<file path="src/rtl/spi_slave_rx.sv">
// SPI slave receive front-end with in-frame CRC-8 response.
// sck/csn/mosi are oversampled on clk. A frame is DATA_W payload bits MSB-first
// followed by an 8-bit CRC; the received word is presented with a one-cycle
// rx_valid pulse. A response word plus its CRC is shifted out on miso during
// the same frame.
module spi_slave_rx #(
    parameter int          DATA_W   = 24,
    parameter logic [7:0]  CRC_POLY = 8'h1D,
    parameter logic [7:0]  CRC_INIT = 8'hFF
) (
    input  logic              clk,
    input  logic              rst,
    input  logic              sck,
    input  logic              csn,
    input  logic              mosi,
    output logic              miso,
    input  logic [DATA_W-1:0] tx_data,
    output logic [DATA_W-1:0] rx_data,
    output logic              rx_valid,
    output logic              rx_crc_ok,
    output logic              frame_err,
    output logic              busy
);

    localparam logic [5:0] LAST_DATA = 6'(DATA_W - 1);
    localparam logic [5:0] DATA_END  = 6'(DATA_W);
    localparam logic [5:0] LAST_BIT  = 6'(DATA_W + 7);

    typedef enum logic [2:0] {
        S_IDLE = 3'd0,
        S_DATA = 3'd1,
        S_CRC  = 3'd2,
        S_DONE = 3'd3,
        S_WAIT = 3'd4
    } state_t;

    // One serial CRC-8 step, MSB-first.
    function automatic logic [7:0] crc8_step(input logic [7:0] crc, input logic din);
        if (crc[7] ^ din) begin
            crc8_step = {crc[6:0], 1'b0} ^ CRC_POLY;
        end else begin
            crc8_step = {crc[6:0], 1'b0};
        end
    endfunction

    logic [1:0]        sck_sync_q, csn_sync_q, mosi_sync_q;
    logic              sck_prev_q, csn_prev_q;
    state_t            state_q, state_d;
    logic [5:0]        bit_cnt_q, bit_cnt_d;
    logic [DATA_W-1:0] rx_sh_q, rx_sh_d;
    logic [7:0]        rx_crc_q, rx_crc_d;
    logic [7:0]        crc_sh_q, crc_sh_d;
    logic [DATA_W-1:0] tx_sh_q, tx_sh_d;
    logic [7:0]        tx_crc_q, tx_crc_d;
    logic              miso_q, miso_d;
    logic [DATA_W-1:0] rx_data_q, rx_data_d;
    logic              rx_crc_ok_q, rx_crc_ok_d;
    logic              rx_valid_q, rx_valid_d;
    logic              frame_err_q, frame_err_d;
    logic              busy_q;
    logic [7:0]        crc_tmp_s;

    // Edge strobes derived from the synchronized copies and their delayed copies.
    logic sck_rise_s, sck_fall_s, csn_fall_s, csn_rise_s, mosi_s;
    assign sck_rise_s = sck_sync_q[1] & ~sck_prev_q;
    assign sck_fall_s = ~sck_sync_q[1] & sck_prev_q;
    assign csn_fall_s = ~csn_sync_q[1] & csn_prev_q;
    assign csn_rise_s = csn_sync_q[1] & ~csn_prev_q;
    assign mosi_s     = mosi_sync_q[1];

    // State, synchronizers, shift registers and registered outputs.
    always_ff @(posedge clk) begin
        if (rst) begin
            sck_sync_q  <= 2'b00;
            csn_sync_q  <= 2'b11;
            mosi_sync_q <= 2'b00;
            sck_prev_q  <= 1'b0;
            csn_prev_q  <= 1'b1;
            state_q     <= S_IDLE;
            bit_cnt_q   <= 6'd0;
            rx_sh_q     <= '0;
            rx_crc_q    <= CRC_INIT;
            crc_sh_q    <= 8'h00;
            tx_sh_q     <= '0;
            tx_crc_q    <= CRC_INIT;
            miso_q      <= 1'b0;
            rx_data_q   <= '0;
            rx_crc_ok_q <= 1'b0;
            rx_valid_q  <= 1'b0;
            frame_err_q <= 1'b0;
            busy_q      <= 1'b0;
        end else begin
            sck_sync_q  <= {sck_sync_q[0], sck};
            csn_sync_q  <= {csn_sync_q[0], csn};
            mosi_sync_q <= {mosi_sync_q[0], mosi};
            sck_prev_q  <= sck_sync_q[1];
            csn_prev_q  <= csn_sync_q[1];
            state_q     <= state_d;
            bit_cnt_q   <= bit_cnt_d;
            rx_sh_q     <= rx_sh_d;
            rx_crc_q    <= rx_crc_d;
            crc_sh_q    <= crc_sh_d;
            tx_sh_q     <= tx_sh_d;
            tx_crc_q    <= tx_crc_d;
            miso_q      <= miso_d;
            rx_data_q   <= rx_data_d;
            rx_crc_ok_q <= rx_crc_ok_d;
            rx_valid_q  <= rx_valid_d;
            frame_err_q <= frame_err_d;
            busy_q      <= (state_d != S_IDLE);
        end
    end

    // Frame FSM next-state, receive deframing and transmit shifting.
    always_comb begin
        state_d     = state_q;
        bit_cnt_d   = bit_cnt_q;
        rx_sh_d     = rx_sh_q;
        rx_crc_d    = rx_crc_q;
        crc_sh_d    = crc_sh_q;
        tx_sh_d     = tx_sh_q;
        tx_crc_d    = tx_crc_q;
        miso_d      = miso_q;
        rx_data_d   = rx_data_q;
        rx_crc_ok_d = rx_crc_ok_q;
        rx_valid_d  = 1'b0;
        frame_err_d = 1'b0;
        crc_tmp_s   = 8'h00;

        case (state_q)
            S_IDLE: begin
                miso_d = 1'b0;
                if (csn_fall_s) begin
                    state_d   = S_DATA;
                    bit_cnt_d = 6'd0;
                    rx_crc_d  = CRC_INIT;
                    tx_sh_d   = tx_data;
                    tx_crc_d  = CRC_INIT;
                    miso_d    = tx_data[DATA_W-1];
                end else begin
                    state_d = S_IDLE;
                end
            end
            S_DATA: begin
                if (csn_rise_s) begin
                    state_d     = S_IDLE;
                    frame_err_d = 1'b1;
                    miso_d      = 1'b0;
                end else if (sck_fall_s) begin
                    rx_sh_d   = {rx_sh_q[DATA_W-2:0], mosi_s};
                    rx_crc_d  = crc8_step(rx_crc_q, mosi_s);
                    bit_cnt_d = bit_cnt_q + 6'd1;
                    if (bit_cnt_q == LAST_DATA) begin
                        state_d = S_CRC;
                    end else begin
                        state_d = S_DATA;
                    end
                end else begin
                    state_d = S_DATA;
                end
            end
            S_CRC: begin
                // A final fall coinciding with csn_rise still completes the frame.
                if (sck_fall_s && (bit_cnt_q == LAST_BIT)) begin
                    crc_sh_d  = {crc_sh_q[6:0], mosi_s};
                    bit_cnt_d = bit_cnt_q + 6'd1;
                    state_d   = S_DONE;
                end else if (csn_rise_s) begin
                    state_d     = S_IDLE;
                    frame_err_d = 1'b1;
                    miso_d      = 1'b0;
                end else if (sck_fall_s) begin
                    crc_sh_d  = {crc_sh_q[6:0], mosi_s};
                    bit_cnt_d = bit_cnt_q + 6'd1;
                end else begin
                    state_d = S_CRC;
                end
            end
            S_DONE: begin
                miso_d      = 1'b0;
                rx_valid_d  = 1'b1;
                rx_data_d   = rx_sh_q;
                rx_crc_ok_d = (crc_sh_q == rx_crc_q);
                // csn may already have risen in this cycle; do not lose it.
                if (csn_rise_s) begin
                    state_d = S_IDLE;
                end else begin
                    state_d = S_WAIT;
                end
            end
            S_WAIT: begin
                miso_d = 1'b0;
                if (csn_rise_s) begin
                    state_d = S_IDLE;
                end else begin
                    state_d = S_WAIT;
                end
            end
            default: begin
                state_d = S_IDLE;
                miso_d  = 1'b0;
            end
        endcase

        // Transmit: bit k goes out on the rise after the k-th fall; the first
        // rise precedes any fall and leaves the already-driven MSB in place.
        if (((state_q == S_DATA) || (state_q == S_CRC)) && sck_rise_s && !csn_rise_s) begin
            if (bit_cnt_q == 6'd0) begin
                miso_d = miso_q;
            end else if (bit_cnt_q < DATA_END) begin
                tx_crc_d = crc8_step(tx_crc_q, tx_sh_q[DATA_W-1]);
                tx_sh_d  = {tx_sh_q[DATA_W-2:0], 1'b0};
                miso_d   = tx_sh_q[DATA_W-2];
            end else if (bit_cnt_q == DATA_END) begin
                crc_tmp_s = crc8_step(tx_crc_q, tx_sh_q[DATA_W-1]);
                tx_crc_d  = crc_tmp_s;
                miso_d    = crc_tmp_s[7];
            end else begin
                tx_crc_d = {tx_crc_q[6:0], 1'b0};
                miso_d   = tx_crc_q[6];
            end
        end else begin
            crc_tmp_s = 8'h00;
        end
    end

    assign miso      = miso_q;
    assign rx_data   = rx_data_q;
    assign rx_valid  = rx_valid_q;
    assign rx_crc_ok = rx_crc_ok_q;
    assign frame_err = frame_err_q;
    assign busy      = busy_q;

endmodule

</file>
<file path="config.mk">
export PLATFORM = sky130hd
export DESIGN_NAME = spi_slave_rx
export DESIGN_NICKNAME = d
export VERILOG_FILES = /design/src/rtl/spi_slave_rx.sv
export SDC_FILE = /design/constraint.sdc
export NUM_CORES = 1
export LEC_CHECK = 0
export CELL_PAD_IN_SITES_DETAIL_PLACEMENT = 0
export CELL_PAD_IN_SITES_GLOBAL_PLACEMENT = 1
export CORE_MARGIN = 10
export CORE_UTILIZATION = 42
export DETAILED_ROUTE_END_ITERATION = 16
export PLACE_DENSITY_LB_ADDON = 0.05
export SYNTH_ARGS = -nofsm -noshare
export SYNTH_HDL_FRONTEND = slang
export SYNTH_SLANG_ARGS = --single-unit
</file>
<file path="constraint.sdc">
create_clock -name clk -period 2 [get_ports clk]
set_input_delay 0.2 -clock clk [delete_from_list [all_inputs] [get_ports clk]]
set_output_delay 0.2 -clock clk [all_outputs]
set_load 0.03 [all_outputs]
</file>
# Yosys cells after proc, flatten, opt, wreduce, memory -nomap -nowiden
# Index checks and enable logic that the tools add are counted.
# W data, S select, Z words.
dict set report word_totals {
  register_bits 118
  in_bits 29
  output_inout_bits 29
}
dict set report classes {
  addsub 1
  n_lt_le_gt_ge 1
  n_eq_ne 14
  muxes 45
  bitwise_logic 13
  n_reduce_logical 17
}
# operator n
set ops {}
lappend ops {{$mux W24} 5}
lappend ops {{$mux W8} 10}
lappend ops {{$mux W6} 4}
lappend ops {{$mux W5} 4}
lappend ops {{$eq A6 B5 Y1 const B} 3}
lappend ops {{$mux W3} 6}
lappend ops {{$pmux W6 S3} 1}
lappend ops {{$pmux W8 S2} 1}
lappend ops {{$pmux W3 S4} 1}
lappend ops {{$mux W1} 10}
lappend ops {{$eq A8 B8 Y1} 1}
lappend ops {{$ne A2 B2 Y1 const B} 4}
lappend ops {{$not A4 Y4} 2}
lappend ops {{$add A6 B1 Y6 const B} 1}
lappend ops {{$eq A3 B2 Y1 const B} 2}
lappend ops {{$logic_not A6 Y1} 1}
lappend ops {{$lt A6 B5 Y1 const B} 1}
lappend ops {{$reduce_and A3 Y1} 2}
lappend ops {{$reduce_bool A3 Y1} 2}
lappend ops {{$not A1 Y1} 5}
lappend ops {{$and A1 B1 Y1} 4}
lappend ops {{$reduce_and A2 Y1} 2}
lappend ops {{$reduce_and A4 Y1} 1}
lappend ops {{$reduce_bool A2 Y1} 2}
lappend ops {{other kinds (13)} 16}

# Depth between registers and ports, before layout
# Gate-level depths: netlist (run 1).
dict set report depth {
  depth_word 7
  mapped_depth 9
  mapped_depth_nobuf 6
}

# Worst setup path before layout (run 1)
# OpenSTA, ideal clock, no wires.
dict set report synth_timing {
  kind {register to register}
  from {register bit_cnt_q[0]}
  to {register tx_sh_q[10]}
  setup_time_ns 0.120
  arrival_time_ns 1.683
  required_ns 1.880
  slack_ns 0.197
  path_stages_with_launch 10
  path_buffers 3
  path_cell_list {dfxtp_1 > inv_1 > ha_1 > nand2b_4 > or4_1 > clkbuf_2 > and3_1 > buf_6 > buf_6 > mux2i_1}
}
dict set report synth_between {
  elab_chain_len 4
  elab_cells_between_ends 5
  classes_between {order compare: 1; mux: 3; reduce/logical: 1}
}
# item line_no
set synth_rtl {}
lappend synth_rtl {{start, declared} 49} ;# logic [5:0] bit_cnt_q, bit_cnt_d;
lappend synth_rtl {{start signal, assigned} 99} ;# bit_cnt_q <= bit_cnt_d;
lappend synth_rtl {{$lt A6 B5 Y1} 210} ;# end else if (bit_cnt_q < DATA_END) begin
lappend synth_rtl {{$mux W24} 210}
lappend synth_rtl {{$mux W24 (*)} 208} ;# if (bit_cnt_q == 6'd0) begin
lappend synth_rtl {{$mux W24 (*)} 207} ;# if (((state_q == S_DATA) || (state_q == S_CRC)) && sck_rise_s && !csn_rise_s) begin
lappend synth_rtl {{end signal, assigned} 103} ;# tx_sh_q <= tx_sh_d;
lappend synth_rtl {{end, declared} 53} ;# logic [DATA_W-1:0] tx_sh_q, tx_sh_d;
# Every way passes the cells marked *; elsewhere a longest branch is shown, timed or not.
# A chain may end at the register's enable or synchronous reset.

# Worst setup path after layout (run 1)
dict set report layout_timing {
  from {register state_q[1]}
  to {register rx_crc_q[7]}
}
dict set report layout_between {
  elab_chain_len 3
  elab_cells_between_ends 8
  classes_between {eq/ne: 4; mux: 1; reduce/logical: 3}
}
# item line_no
set layout_rtl {}
lappend layout_rtl {{start, declared} 48} ;# state_t state_q, state_d;
lappend layout_rtl {{start signal, assigned} 98} ;# state_q <= state_d;
lappend layout_rtl {{$eq A3 B1 Y1 / $logic_not A3 Y1 (equally long branches)} 130} ;# case (state_q)
lappend layout_rtl {{$ne A2 B2 Y1 (no line) / $reduce_bool A2 Y1 (equally long branches)} -}
lappend layout_rtl {{$reduce_and A4 Y1 (no line)} -}
lappend layout_rtl {{end signal, assigned} 101} ;# rx_crc_q <= rx_crc_d;
lappend layout_rtl {{end, declared} 51} ;# logic [7:0] rx_crc_q, rx_crc_d;
# Several ways; a longest one is shown, not always the timed one.

==> summary.txt, run 1 <==
Setup Total Neg Slack: 0 ns
Crit Path Class: reg -> reg
Cell Chain, Critical Path: or3b_4 -> or3_1 -> buf_12 -> a211oi_2 -> o21ai_0
Comb power frac: 0.047
sequential cell fraction of total power: 0.425
Syn Area/Cell: 8.32 sq um
Fill cells: 1173
MaxCap Viol Count: 0
post-synthesis cell type count: 54
DRC: 0
Hold Buf Count CTS: 0
final setup fails: 0
Max Freq: 0.540 GHz
Final Critical Period: 1.85 ns
leading cell type in the layout, fill and taps excluded: nand2_1
sequential area share after synthesis: 0.448
gpl congestion: 0.835
synth top area cells: dfxtp_1 45%, nand2_1 9.3%, a21oi_1 6.2%, mux2i_1 4.7%, o21ai_0 4.0%
clk_skew: 0.00892 ns
ratio of cells with drive above 1 in the final layout: 0.121
routed vias/inst: 5.32
Sw Ratio: 0.221
cell taking the most area after synthesis: dfxtp_1
Final ANT Viol Nets: 0
pins over their slew limit: 0
die area: 17400 sq um
CTS tree: yes
hold wc startpoint: rst
Seq cells post-synth: 118
cell family with most CP delay: simple AND/OR/NAND/NOR gates
Tot GR Track Use: 0.150
Post-Place Setup Slack: 0.116 ns
Worst path slowest cell: or3b_4
nets: 719
top-area cell type share of the netlist area: 0.448
via count: 4627
Worst slew margin: 0.625
Max rail drop VDD: 0.572 mV
# diodes: 0
Area Overhead vs Synth: 27.0%
CP arrival: 2.14 ns
Synth Net Count: 664
Hold Path Stages: 2
CP max FO: 31
H-tree depth: 4
Die Span X: 132 microns
Critical Path Start Type: register
Worst-path clk slew: 0.05 ns
clk sinks: 118
Critical R2R Launch: state_q[1]
GR Overflow Total: 0
clock share of power: 0.529
HP Class: in -> reg
status: finished clean
Tcrit/Tclk final: 0.926
Worst Path Buf+Inv: 1
Mapped Area: 5270 sq um
Final Hold Viols: 0
RR Endpoint: rx_crc_q[7]
global-route wire length before repair: 22.2 mm
worst reg-to-reg path cell count: 5
Iteration-0 DRC Markers: 233
Final WS setup: 0.148 ns
Switching Power: 1.25 mW
register-to-register setup slack: 0.15 ns
Int Power: 4.40 mW
Worst path max stage delay: 0.45 ns
Post-CTS Resized: 0
Mapped Cells: 633
# port buffers: 57
floorplan core area: 12200 sq um
synth warn: 0
leak pwr: 2.15 nW
number of placed I/O pins: 58
Die Height: 132 microns
DR WL/cell: 15.1 microns
drt pass-1 iters: 6
Post-CTS Setup Bufs: 0
post-DP HPWL: 8.71 mm
TritonCTS buffer count: 17
final WL: 13.1 mm
clock root buffer: clkbuf_16
RSZ-0062 raised after global routing: false
vias in the first global route: 4517
std cell rows: 40
pin count of the biggest net entering global routing: 55
Clk Latency, worst-skew pair: 0.41 ns
worst-margin pin slew: 0.558 ns
power density of the placed cells: 844 nW/um^2
commonest non-fill, non-tap cells in the layout: 130 x nand2_1, 118 x dfxtp_1, 65 x a21oi_1, 56 x clkdlybuf4s50_1, 42 x o21ai_0
Clock Path Buffers: 2
Hold Path End: sck_sync_q[1]
Critical Path RT: 2.29 ns
antenna violations before repair: 0
initial core utilization: 0.433
crit end category: register
power by group through the flow:
stage | clock network (mW) | registers, mW | logic, mW
after floorplan | 0 | 2.44 | 0.144
after global placement | 0 | 2.45 | 0.260
after detailed placement | 0 | 2.45 | 0.263
after CTS | 3.05 | 2.40 | 0.264
after global routing | 3.16 | 2.40 | 0.287
final | 2.98 | 2.40 | 0.264
worst max path at each step:
stage,from,to,slack (ns),cells after the start
finish,state_q[1],rx_crc_q[7],0.15,5
global placement,state_q[1],rx_crc_q[7],0.14,5
global route,state_q[1],rx_crc_q[7],0.01,5
floorplan,bit_cnt_q[0],tx_sh_q[10],0.20,9
CTS,bit_cnt_q[0],tx_crc_q[3],0.1,6
detailed placement,bit_cnt_q[0],tx_crc_q[3],0.12,6
cell usage after synthesis (all sizes together):
| library cell | n |
|---|---|
| a31oi | 3 |
| nand3 | 39 |
| dfxtp | 118 |
| and4 | 1 |
| a311oi | 1 |
| a211oi | 13 |
| a21o | 26 |
| nor4bb | 1 |
| nand2 | 130 |
| o41ai | 3 |
| a21oi | 65 |
| nor2 | 5 |
| o32ai | 2 |
| ha | 2 |
| nor3b | 1 |
| xor2 | 9 |
| o21a | 2 |
| nor3 | 21 |
| or4b | 1 |
| buf | 20 |
| nor2b | 9 |
| a41o | 1 |
| or3 | 7 |
| inv | 7 |
| mux2i | 25 |
| or4 | 2 |
| nor4b | 1 |
| xnor2 | 9 |
| a41oi | 1 |
| o2111ai | 1 |
| clkbuf | 32 |
| o22ai | 2 |
| o21ai | 49 |
| nand4b | 1 |
| nand4bb | 1 |
| a32oi | 1 |
| a22oi | 3 |
| nor4 | 3 |
| and3 | 3 |
| nand2b | 4 |
| or2 | 4 |
| or3b | 2 |
| nand4 | 2 |
cell families (layout without fill, tap and decap cells):
family | Yosys count | count (layout) | synth area share
DFF | 118 | 118 | 0.448
muxes | 25 | 25 | 0.0475
xor gates and xnor gates | 18 | 18 | 0.0299
AOI/OAI and AO/OA | 173 | 173 | 0.199
and+or+nand+nor | 238 | 238 | 0.216
buffers and inverters | 59 | 127 | 0.0539
adders and majority gates | 2 | 2 | 0.00475
worst register-to-register path: cells and delay by family, from the launching register on:
family / cells / cell delay [ns]
compound gates: 2 / 0.29
buf+inv: 1 / 0.19
simple gates: 2 / 0.88
flops: 1 / 0.37
sequential cells by signal, indices dropped and copies added, names as in the netlist, 2 cells and up:
register	flops
bit_cnt_q	6
crc_sh_q	8
csn_sync_q	2
mosi_sync_q	2
rx_crc_q	8
rx_data	24
rx_sh_q	24
sck_sync_q	2
state_q	3
tx_crc_q	8
tx_sh_q	24
final cells by class:
class,count,area (sq um),area share
Multi-Input combinational cell,456,2660,0.397
Tap cell,168,210,0.0314
Sequential cell,118,2360,0.353
Clock buffer,20,457,0.0683
Inverter,7,26.3,0.00393
Clock inverter,12,128,0.0191
Timing Repair Buffer,88,851,0.127
stage by stage:
step	instances	total power [mW]	area, sq um	utilization	hold slack, ns
global placement	837	2.71	6090	0.501	0.396
global route	869	5.85	6690	0.550	0.217
CTS	869	5.71	6670	0.549	0.203
finish	869	5.64	6690	0.550	0.216
floorplan	633	2.59	5270	-	0.304
detailed placement	837	2.71	6090	0.501	0.398
layer usage:
layer	vias up	part of all wire	GRT usage
li1	2318	-	-
met1	2211	0.49	0.194
met2	86	0.46	0.232
met3	12	0.042	0.0507
met4	0	0.0093	0.0426
met5	-	0	0
Note: power is estimated with default switching activity, not from simulation.
==> run 2: changes to the inputs <==
--- a/config.mk
+++ b/config.mk
@@ -7,7 +7,7 @@
 export LEC_CHECK = 0
 export CELL_PAD_IN_SITES_DETAIL_PLACEMENT = 0
 export CELL_PAD_IN_SITES_GLOBAL_PLACEMENT = 1
-export CORE_MARGIN = 10
+export CORE_ASPECT_RATIO = 1.5
 export CORE_UTILIZATION = 42
 export DETAILED_ROUTE_END_ITERATION = 16
 export PLACE_DENSITY_LB_ADDON = 0.05
==> constraint.sdc (replaced) <==
create_clock -name clk -period 2 [get_ports clk]
set_input_delay 0.3 -clock clk [delete_from_list [all_inputs] [get_ports clk]]
set_output_delay 0.3 -clock clk [all_outputs]
set_load 0.03 [all_outputs]
==> summary.txt, run 2 (synthesized netlist as in run 1, its figures left out) <==
Clock Path Buffers: 2 (unchanged)
hold_ws: 0.313 ns (was 0.216 ns)
pins over their slew limit: 0 (unchanged)
TritonCTS buffer count: 17 (unchanged)
floorplan core area: 12100 sq um (was 12200 sq um)
Die Height: 139 microns (was 132 microns)
Critical Path Start Type: register (unchanged)
post-DP HPWL: 8.78 mm (was 8.71 mm)
pin count of the biggest net entering global routing: 63 (was 55)
Crit Path Class: reg -> reg (unchanged)
Tcrit/Tclk final: 0.921 (was 0.926)
CP arrival: 2.18 ns (was 2.14 ns)
commonest non-fill, non-tap cells in the layout: 130 x nand2_1, 118 x dfxtp_1, 65 x a21oi_1, 56 x clkdlybuf4s50_1, 42 x o21ai_0 (unchanged)
Fill cells: 1136 (was 1173)
leak pwr: 2.21 nW (was 2.15 nW)
Cell Chain, Critical Path: buf_4 -> or3b_1 -> o32ai_1 -> nand3_1 -> o22ai_1 (was or3b_4 -> or3_1 -> buf_12 -> a211oi_2 -> o21ai_0)
DRC: 0 (unchanged)
Die Span X: 93.5 microns (was 132 microns)
GR Overflow Total: 0 (unchanged)
Post-CTS Resized: 0 (unchanged)
crit end category: register (unchanged)
Worst slew margin: 0.649 (was 0.625)
# port buffers: 57 (unchanged)
via count: 4647 (was 4627)
HP Class: in -> reg (unchanged)
routed vias/inst: 5.40 (was 5.32)
gpl congestion: 0.835 (about the same)
die area: 13000 sq um (was 17400 sq um)
FF+latch area: 2360 sq um (unchanged)
CP max FO: 5 (was 31)
nets: 725 (was 719)
initial core utilization: 0.436 (was 0.433)
Max Freq: 0.543 GHz (was 0.540 GHz)
Area Overhead vs Synth: 27.8% (was 27.0%)
ratio of cells with drive above 1 in the final layout: 0.124 (was 0.121)
CTS tree: yes (unchanged)
leading cell type in the layout, fill and taps excluded: nand2_1 (unchanged)
Max rail drop VDD: 0.586 mV (was 0.572 mV)
Final Hold Viols: 0 (unchanged)
clock root buffer: clkbuf_16 (unchanged)
clk sinks: 118 (unchanged)
Worst path max stage delay: 0.47 ns (was 0.45 ns)
MaxCap Viol Count: 0 (unchanged)
final setup fails: 0 (unchanged)
H-tree depth: 4 (unchanged)
Post-CTS Setup Bufs: 0 (unchanged)
Pwr Total: 5.84 mW (was 5.64 mW)
Tot GR Track Use: 0.218 (was 0.150)
Final ANT Viol Nets: 0 (unchanged)
final WL: 13.1 mm (about the same)
number of placed I/O pins: 58 (unchanged)
Hold Buf Count CTS: 0 (unchanged)
vias in the first global route: 4633 (was 4517)
antenna violations before repair: 0 (unchanged)
Critical Path RT: 2.33 ns (was 2.29 ns)
Iteration-0 DRC Markers: 187 (was 233)
multi-input logic area: 2640 sq um (was 2660 sq um)
# diodes: 0 (unchanged)
global-route wire length before repair: 22.5 mm (was 22.2 mm)
Clk Latency, worst-skew pair: 0.41 ns (about the same)
worst-margin pin slew: 0.523 ns (was 0.558 ns)
DR WL/cell: 15.2 microns (was 15.1 microns)
std cell rows: 49 (was 40)
Worst-path clk slew: 0.06 ns (was 0.05 ns)
drt pass-1 iters: 4 (was 6)
Setup Total Neg Slack: 0 ns (unchanged)
RSZ-0062 raised after global routing: false (unchanged)
Worst path slowest cell: or3b_1 (was or3b_4)
status: finished clean (unchanged)
Final Critical Period: 1.84 ns (was 1.85 ns)
clk_skew: 0.00878 ns (was 0.00892 ns)
power density of the placed cells: 867 nW/um^2 (was 844 nW/um^2)
[run 2: cell type report]
type | count | area share
multi-input combinational | 456 | 0.392
sequential | 118 | 0.351
timing repair buffer | 94 | 0.133
clock buffer | 19 | 0.0672
tap | 153 | 0.0284
clock inverter | 13 | 0.0251
inverter | 7 | 0.00390
[run 2: worst max-delay path, delay by kind of cell, from the launching register on]
family	cells	cell delay, ns
DFF	1	0.40
AOI/OAI and AO/OA	2	0.55
buffers and inverters	1	0.18
and+or+nand+nor	2	0.64
[run 2: layer usage]
layer	global-route usage	vias up	routed length (microns)
met3	0.0439	20	331
met2	0.386	76	6990
li1	-	2329	-
met1	0.251	2222	5520
met4	0.0891	0	241
met5	0	-	0
[run 2: report_power, final]
part           switching (mW)  leakage, nW  internal, mW
Clock                    1.14        0.304          2.04
Sequential             0.0163        0.954          2.38
Combinational           0.143        0.950         0.126
Total                    1.30         2.21          4.54
[run 2: path summary, 6_finish.rpt]
kind | from | end | slack (ns) | cells past startpoint
worst max-delay path | state_q[1] | bit_cnt_q[0] | 0.16 | 5
worst min-delay path | rst | sck_sync_q[0] | 0.31 | 2
worst max register to register | state_q[1] | bit_cnt_q[0] | 0.16 | 5
worst min register to register | sck_sync_q[0] | sck_sync_q[1] | 0.44 | 1
[run 2: per-stage QoR]
step                      utilization  cell area, sq um  instances  worst slack, ns
after global placement          0.506              6110        828            0.179
after CTS                       0.558              6740        860            0.148
after floorplan                     -              5270        633            0.197
final                           0.558              6740        860            0.157
after global routing            0.558              6740        860           0.0131
after detailed placement        0.506              6110        828            0.173
==> run 3: changes to the inputs <==
--- a/config.mk
+++ b/config.mk
@@ -10,7 +10,9 @@
 export CORE_ASPECT_RATIO = 1.5
 export CORE_UTILIZATION = 42
 export DETAILED_ROUTE_END_ITERATION = 16
+export GPL_ROUTABILITY_DRIVEN = 0
 export PLACE_DENSITY_LB_ADDON = 0.05
+export SKIP_LAST_GASP = 1
 export SYNTH_ARGS = -nofsm -noshare
 export SYNTH_HDL_FRONTEND = slang
 export SYNTH_SLANG_ARGS = --single-unit
==> summary.txt, run 3 (synthesized netlist as in run 1, its figures left out) <==
Post-CTS Setup Bufs: 0 (unchanged)
final WL: 12.5 mm (was 13.1 mm)
CP max FO: 23 (was 5)
std cell rows: 49 (unchanged)
Worst-path clk slew: 0.06 ns (about the same)
Clk Latency, worst-skew pair: 0.41 ns (about the same)
antenna violations before repair: 0 (unchanged)
via count: 4613 (was 4647)
TritonCTS buffer count: 17 (unchanged)
Pwr Total: 5.74 mW (was 5.84 mW)
commonest non-fill, non-tap cells in the layout: 130 x nand2_1, 118 x dfxtp_1, 65 x a21oi_1, 56 x clkdlybuf4s50_1, 42 x o21ai_0 (unchanged)
HP Class: in -> reg (unchanged)
Area Overhead vs Synth: 27.4% (was 27.8%)
power density of the placed cells: 855 nW/um^2 (was 867 nW/um^2)
pins over their slew limit: 0 (unchanged)
Final Hold Viols: 0 (unchanged)
# port buffers: 57 (unchanged)
leak pwr: 2.18 nW (was 2.21 nW)
Worst slew margin: 0.675 (was 0.649)
CTS tree: yes (unchanged)
DRC: 0 (unchanged)
Tcrit/Tclk final: 0.929 (was 0.921)
DR WL/cell: 14.6 microns (was 15.2 microns)
leading cell type in the layout, fill and taps excluded: nand2_1 (unchanged)
die area: 13000 sq um (unchanged)
Non-Filler Instances: 857 (was 860)
vias in the first global route: 4469 (was 4633)
placed cell count: 825 (was 828)
Post-CTS Resized: 0 (unchanged)
Max rail drop VDD: 0.499 mV (was 0.586 mV)
worst-margin pin slew: 0.487 ns (was 0.523 ns)
Final Critical Period: 1.86 ns (was 1.84 ns)
Setup Total Neg Slack: 0 ns (unchanged)
Critical Path RT: 2.29 ns (was 2.33 ns)
Final ANT Viol Nets: 0 (unchanged)
Hold Buf Count CTS: 0 (unchanged)
nets: 722 (was 725)
floorplan core area: 12100 sq um (unchanged)
GR Overflow Total: 0 (unchanged)
clk sinks: 118 (unchanged)
routed vias/inst: 5.38 (was 5.40)
hold_ws: 0.242 ns (was 0.313 ns)
Tot GR Track Use: 0.202 (was 0.218)
ratio of cells with drive above 1 in the final layout: 0.121 (was 0.124)
CP arrival: 2.15 ns (was 2.18 ns)
Post-Place Setup Slack: 0.188 ns (was 0.173 ns)
RSZ-0062 raised after global routing: false (unchanged)
number of placed I/O pins: 58 (unchanged)
Final WS setup: 0.141 ns (was 0.157 ns)
Fill cells: 1133 (was 1136)
Die Span X: 93.5 microns (unchanged)
dpl cell area: 6100 sq um (was 6110 sq um)
final setup fails: 0 (unchanged)
Die Height: 139 microns (unchanged)
global-route wire length before repair: 21.0 mm (was 22.5 mm)
pin count of the biggest net entering global routing: 59 (was 63)
Clock Path Buffers: 2 (unchanged)
Iteration-0 DRC Markers: 182 (was 187)
final design area excluding fillers: 6710 sq um (was 6740 sq um)
clock root buffer: clkbuf_16 (unchanged)
clk_skew: 0.00946 ns (was 0.00878 ns)
Crit Path Class: reg -> reg (unchanged)
# diodes: 0 (unchanged)
post-DP HPWL: 8.36 mm (was 8.78 mm)
Critical Path Start Type: register (unchanged)
status: finished clean (unchanged)
drt pass-1 iters: 4 (unchanged)
H-tree depth: 4 (unchanged)
Core Util, Final: 0.556 (was 0.558)
crit end category: register (unchanged)
initial core utilization: 0.436 (unchanged)
MaxCap Viol Count: 0 (unchanged)
Max Freq: 0.538 GHz (was 0.543 GHz)
[run 3: changes by cell type in the layout (fill, tap and decap cells not counted), sizes merged]
cell / previous run / this run
clkinv: 6 / 3
bufinv: 3 / 2
clkbuf: 19 / 20
inv: 10 / 11
clkinvlp: 1 / 3
buf: 38 / 35
[run 3: final cells by class]
type                            count  area, sq um  share of cell area
Inverter                            7         26.3             0.00392
Clock buffer                       20          467              0.0696
Multi-Input combinational cell    456         2640               0.393
Clock inverter                     12          140              0.0209
Sequential cell                   118         2360               0.352
Tap cell                          153          191              0.0285
Timing Repair Buffer               91          886               0.132
[run 3: final timing paths]
kind / startpoint / to / slack [ns] / cells past startpoint
worst min register to register: sck_sync_q[0] / sck_sync_q[1] / 0.44 / 1
worst min-delay path: rst / tx_sh_q[9] / 0.24 / 3
worst max-delay path: state_q[0] / tx_sh_q[15] / 0.14 / 5
worst max register to register: state_q[0] / tx_sh_q[15] / 0.14 / 5
[run 3: power breakdown]
part	switching [mW]	internal, mW	total, mW
registers	0.0158	2.38	2.39
logic	0.139	0.124	0.264
clock network	1.13	1.95	3.08
[run 3: worst max-delay path, stage by stage (launching register included)]
cell and delay [ns]:
dfxtp_1 0.33, or4b_2 0.73, buf_4 0.24, o21ai_0 0.20, a21o_1 0.16, mux2i_1 0.07
[run 3: metal layers]
metal  track usage  vias up  routed length [microns]
li1              -     2332                        -
met4        0.0874        0                      312
met3        0.0455       21                      393
met2         0.351       95                     6380
met1         0.234     2165                     5450
met5             0        -                        0
